### src/rtl/mr_regfile_sb.sv
// Integer register file for the decode stage with a per-register write-pending
// scoreboard, multiple writeback ports, optional WB->read forwarding, pipeline
// flush and sticky error flags.
module mr_regfile_sb #(
   parameter int XLEN      = 32,
   parameter int NREGS     = 32,
   parameter int PEND_BITS = 2,
   parameter int WB_PORTS  = 1,
   parameter int BYPASS    = 1,
   localparam int RSEL     = $clog2(NREGS)
) (
   input  logic                     clk,
   input  logic                     rst,
   input  logic [RSEL-1:0]          rd_sel_a,
   output logic [XLEN-1:0]          rd_data_a,
   output logic                     rd_busy_a,
   input  logic [RSEL-1:0]          rd_sel_b,
   output logic [XLEN-1:0]          rd_data_b,
   output logic                     rd_busy_b,
   input  logic                     claim_valid,
   input  logic [RSEL-1:0]          claim_reg,
   output logic                     claim_ready,
   input  logic [WB_PORTS-1:0]      wb_valid,
   input  logic [WB_PORTS*RSEL-1:0] wb_reg,
   input  logic [WB_PORTS*XLEN-1:0] wb_val,
   input  logic                     flush,
   output logic                     pending_any,
   output logic                     err_underflow,
   output logic                     err_wb_conflict
);

   // Hit counter is wide enough for up to four writeback ports on one register.
   localparam int HW      = 3;
   localparam int CNT_MAX = (1 << PEND_BITS) - 1;

   logic [XLEN-1:0]      file_q [NREGS];
   logic [XLEN-1:0]      file_d [NREGS];
   logic [PEND_BITS-1:0] cnt_q  [NREGS];
   logic [PEND_BITS-1:0] cnt_d  [NREGS];
   logic [HW-1:0]        wb_hits [NREGS];
   logic                 pending_any_q, pending_any_d;
   logic                 err_underflow_q, err_underflow_d;
   logic                 err_wb_conflict_q, err_wb_conflict_d;

   // Forwarded read data: registered value, overridden by the highest-index
   // valid writeback that targets the same non-zero register.
   function automatic logic [XLEN-1:0] read_data(
      input logic [RSEL-1:0]          sel,
      input logic [XLEN-1:0]          base,
      input logic [WB_PORTS-1:0]      v,
      input logic [WB_PORTS*RSEL-1:0] regs,
      input logic [WB_PORTS*XLEN-1:0] vals
   );
      logic [XLEN-1:0] d;
      d = base;
      if (BYPASS != 0) begin
         for (int p = 0; p < WB_PORTS; p++) begin
            if (v[p] && regs[p*RSEL +: RSEL] == sel) d = vals[p*XLEN +: XLEN];
         end
      end
      if (sel == '0) d = '0;
      return d;
   endfunction

   // Busy uses the effective count: with forwarding, writebacks landing this
   // cycle already retire their pending entries.
   function automatic logic read_busy(
      input logic [RSEL-1:0]      sel,
      input logic [PEND_BITS-1:0] cnt,
      input logic [HW-1:0]        hits
   );
      if (sel == '0) return 1'b0;
      if (BYPASS != 0) return int'(cnt) > int'(hits);
      return cnt != '0;
   endfunction

   // Count valid writeback ports per register this cycle.
   always_comb begin
      // NOTE: every variable gets a default at the top of a combinational block, so no path can infer a latch.
      for (int r = 0; r < NREGS; r++) wb_hits[r] = '0;
      for (int p = 0; p < WB_PORTS; p++) begin
         if (wb_valid[p]) wb_hits[wb_reg[p*RSEL +: RSEL]] = wb_hits[wb_reg[p*RSEL +: RSEL]] + HW'(1);
      end
   end

   // Read ports A and B.
   always_comb begin
      rd_data_a = read_data(rd_sel_a, file_q[rd_sel_a], wb_valid, wb_reg, wb_val);
      rd_busy_a = read_busy(rd_sel_a, cnt_q[rd_sel_a], wb_hits[rd_sel_a]);
      rd_data_b = read_data(rd_sel_b, file_q[rd_sel_b], wb_valid, wb_reg, wb_val);
      rd_busy_b = read_busy(rd_sel_b, cnt_q[rd_sel_b], wb_hits[rd_sel_b]);
   end

   // Claim backpressure: refuse when the counter would saturate after this cycle's retirements.
   always_comb begin
      claim_ready = 1'b0;
      if (!rst && !flush) begin
         if (claim_reg == '0) claim_ready = 1'b1;
         else claim_ready = (int'(cnt_q[claim_reg]) - int'(wb_hits[claim_reg])) < CNT_MAX;
      end
   end

   // Next-state: counters, file contents, sticky errors and pending summary.
   always_comb begin
      int   nxt;
      logic accept;
      nxt               = 0;
      accept            = claim_valid && claim_ready;
      cnt_d             = cnt_q;
      file_d            = file_q;
      err_underflow_d   = err_underflow_q;
      err_wb_conflict_d = err_wb_conflict_q;
      pending_any_d     = 1'b0;

      // x0 is skipped so its counter and contents stay zero.
      for (int r = 1; r < NREGS; r++) begin
         nxt = int'(cnt_q[r]) + ((accept && claim_reg == RSEL'(r)) ? 1 : 0) - int'(wb_hits[r]);
         if (flush) begin
            cnt_d[r] = '0;
         end else if (nxt < 0) begin
            cnt_d[r]        = '0;
            err_underflow_d = 1'b1;
         end else begin
            cnt_d[r] = PEND_BITS'(nxt);
         end
         if (wb_hits[r] > HW'(1)) err_wb_conflict_d = 1'b1;
      end

      // Later ports overwrite earlier ones, so the highest index wins a conflict.
      for (int p = 0; p < WB_PORTS; p++) begin
         if (wb_valid[p] && wb_reg[p*RSEL +: RSEL] != '0)
            file_d[wb_reg[p*RSEL +: RSEL]] = wb_val[p*XLEN +: XLEN];
      end

      for (int r = 0; r < NREGS; r++) begin
         if (cnt_d[r] != '0) pending_any_d = 1'b1;
      end
   end

   // State registers with asynchronous reset.
   always_ff @(posedge clk or posedge rst) begin
      if (rst) begin
         // NOTE: the file itself is reset because x-free reads right after reset are required behaviour.
         for (int r = 0; r < NREGS; r++) begin
            file_q[r] <= '0;
            cnt_q[r]  <= '0;
         end
         pending_any_q     <= 1'b0;
         err_underflow_q   <= 1'b0;
         err_wb_conflict_q <= 1'b0;
      end else begin
         // NOTE: sequential state uses non-blocking assignment so every flop samples pre-edge values.
         file_q            <= file_d;
         cnt_q             <= cnt_d;
         pending_any_q     <= pending_any_d;
         err_underflow_q   <= err_underflow_d;
         err_wb_conflict_q <= err_wb_conflict_d;
      end
   end

   assign pending_any     = pending_any_q;
   assign err_underflow   = err_underflow_q;
   assign err_wb_conflict = err_wb_conflict_q;

endmodule

### config.mk
export PLATFORM = sky130hd
export DESIGN_NAME = mr_regfile_sb
export DESIGN_NICKNAME = d
export VERILOG_FILES = /design/src/rtl/mr_regfile_sb.sv
export SDC_FILE = /design/constraint.sdc
export NUM_CORES = 2
export LEC_CHECK = 0
export ABC_AREA = 0
export BUFFER_PORTS_ARGS = -buffer_cell sky130_fd_sc_hd__buf_2
export CORE_ASPECT_RATIO = 0.5
export CORE_UTILIZATION = 30
export CTS_BUF_LIST = sky130_fd_sc_hd__clkbuf_2
export DETAILED_ROUTE_END_ITERATION = 6
export HOLD_SLACK_MARGIN = 0.08
export MAX_ROUTING_LAYER = met4
export PLACE_DENSITY = 0.44
export SYNTH_ARGS = -nofsm -noshare
export SYNTH_HDL_FRONTEND = slang
export SYNTH_SLANG_ARGS = --single-unit
### constraint.sdc
create_clock -name clk -period 38.9 [get_ports clk]
set_input_delay 5.835 -clock clk [delete_from_list [all_inputs] [get_ports clk]]
set_output_delay 5.835 -clock clk [all_outputs]
set_load 0.01 [all_outputs]
==> summary.txt <==
outcome = finished with violations
failing checks = max-capacitance violations
commonest non-fill, non-tap cells in the layout = dfrtp_1 (1088), nand2_1 (929), mux2_2 (755)
Routability Congestion = 0.845
sequential area share after synthesis = 43.7%
Post-CTS Setup Bufs = 0
Synth area leader = dfrtp_1
post-cts sizing count = 0
most common cell after layout, fill and taps aside = dfrtp_1
clock slew at reported path FFs = 80 ps
Die H = 324 microns
R2R setup slack = 33020 ps
Root Buffer = clkbuf_2
num rows = 117
Clock power frac = 28.1%
Sequential Power Share = 49.2%
hold_sp = file_q[993]
Tmin final = 15770 ps
Slew @ Worst Pin = 1490 ps
Iteration-0 DRC Markers = 4971
total number of yosys warnings = 0
post-route insts no fill = 8079
wire length of the first global-routing pass = 375000 microns
dpl ws = 23130 ps
maximum capacitance violations = 1
antenna violations before repair = 32
via count = 46900
Worst Path Required = 33070 ps
final worst slack = 23130 ps
Max-slew headroom = 0.339%
Top delay family on crit path = buffers and inverters
Tcrit/Tclk final = 40.5%
Worst path max stage delay = 760 ps
most area-consuming cells after synthesis = dfrtp_1 (44%), mux4_2 (18%), mux2_2 (14%)
via/cell ratio = 5.81
Worst Path Arrival = 9930 ps
fmax = 63.4 MHz
crit path from = rd_sel_b[0]
share of the synthesized area in the top cell type = 43.7%
final clock skew = 129 ps
sum of negative setup slack = 0 ps
CTS tree = built
Comb pwr share = 22.7%
placed cell count = 7559
Post-synth ARST share = 100%
worst skew pair latency = 1840 ps
most used cell, CP = buf_4
Mapped Area = 62200 sq um
Syn Area/Cell = 12.3 sq um
RSZ-0062 raised after global routing = no
Initial Utilization = 30.4%
Leak Pwr = 30.3 nW
slowest CP cell = buf_4
GR Util All Layers = 26.2%
reg-to-reg critical path startpoint = cnt_q[36]
final count of negative-setup-slack endpoints = 0
DRT Wirelength = 268000 microns
fin. max-slew vios = 0
vias in the first global route = 47800
crit path kind = input port to primary output
Post-synth EDFFs = 0
DRT Pass-1 Iters = 6
share of layout cells above drive strength 1 = 38.4%
sw frac = 33.4%
crit end category = primary output
drt drc = 0
Worst VDD drop = 0.0338 mV
Ports = 127
worst min path class = flip-flop to flip-flop
antenna viol nets, final = 0
Post-Place Cell Area = 65200 sq um
worst path cell trace = buf_8 -> buf_4 -> buf_4 -> buf_4 -> mux4_2 -> o22ai_1 -> o21ai_0 -> o2111a_1 -> buf_2
WP buf/inv = 5
P_sw = 1.00 mW
Fill cells = 20400
number of buffers added on ports = 125
full die area = 209000 sq um
Post-Syn Instances = 5065
Final Instance Area = 67700 sq um
Die Wd = 646 microns
hold slack = 400 ps
Layout Area Growth over Synthesis = 8.76%
largest net degree at the start of global routing = 166
crit-path max FO = 40
Worst setup SP type = input port
Final Util = 33.1%
H-tree depth = 5
Nets = 5313
DP HPWL = 151000 microns
# hold bufs at CTS = 0
CTS buffer count = 307
Pwr Total = 3.01 mW
grt total ovfl = 0
top_reg_cell synth = dfrtp_1
FF+latch count, synth = 1088
number of clock sinks = 1088
library cells used by synthesis = 79
Power Internal = 2.00 mW
Mapped Nets = 5247
Max clock buf depth = 4
WL/cell = 33.2 microns
core area = 205000 sq um
final hold viol count = 0
PwrDens = 44.4 nW/um^2
-- per-layer routing --
layer | global-route usage [%] | vias to the layer above | part of all wire [%]
li1 | - | 19000 | -
met1 | 34.7 | 25000 | 43
met2 | 38.4 | 2401 | 44
met3 | 6.68 | 592 | 9.2
met4 | 10.3 | 0 | 3.9
met5 | - | - | 0
-- Yosys cell counts, types with 40 or more instances --
cell	instances
dfrtp_1	1088
nand2_1	940
mux2_2	755
mux4_2	496
clkbuf_1	252
buf_2	137
ha_1	125
a22oi_1	118
mux2i_1	107
nor2_1	97
o22ai_1	89
inv_1	87
o21ai_0	79
nand3_1	58
nand2b_1	54
a31oi_1	52
a21oi_1	48
nor3_1	48
buf_4	47
nor3b_1	40
-- layout make-up --
| class | instances | area (sq um) | share of cell area [%] |
|---|---|---|---|
| inverters | 90 | 345 | 0.510 |
| repair buffers | 257 | 1730 | 2.56 |
| well taps | 2737 | 3420 | 5.06 |
| clock buffers | 450 | 2250 | 3.33 |
| flip-flops and latches | 1088 | 27200 | 40.2 |
| diodes | 26 | 65.1 | 0.0961 |
| multi-input cells | 3387 | 32400 | 47.9 |
| clock inverters | 44 | 221 | 0.327 |
-- sequential cells by signal (all words and copies together) (netlist names) --
name	cells
cnt_q	62
file_q	1024
pending_any	1
err_underflow	1
-- kinds of logic (layout without fill, tap and decap cells) --
family / Yosys count / in the layout / synth area share, %
buf+inv: 590 / 841 / 4.64
compound gates: 549 / 549 / 6.26
simple gates: 1339 / 1339 / 9.25
flops: 1088 / 1088 / 43.7
mux: 1360 / 1360 / 33.4
other cells: 1 / 27 / 0.00602
fa+ha+maj: 125 / 125 / 2.51
xor+xnor: 13 / 13 / 0.183
-- power by group through the flow --
stage / clock (mW) / sequential [mW] / combinational, mW
finish: 0.846 / 1.48 / 0.681
global route: 0.929 / 1.51 / 0.726
CTS: 0.869 / 1.48 / 0.680
detailed placement: 0 / 1.50 / 0.678
global placement: 0 / 1.48 / 0.666
floorplan: 0 / 1.45 / 0.513
-- path summary, 6_finish.rpt --
path	depth (start not counted)	to
setup reg to reg	18	pending_any
max in group asynchronous	5	file_q[352]
setup / recovery	9	rd_data_b[28]
min in group asynchronous	2	cnt_q[9]
hold reg to reg	0	file_q[993]
hold / removal	0	file_q[993]
Power figures use the tool's default switching activity.
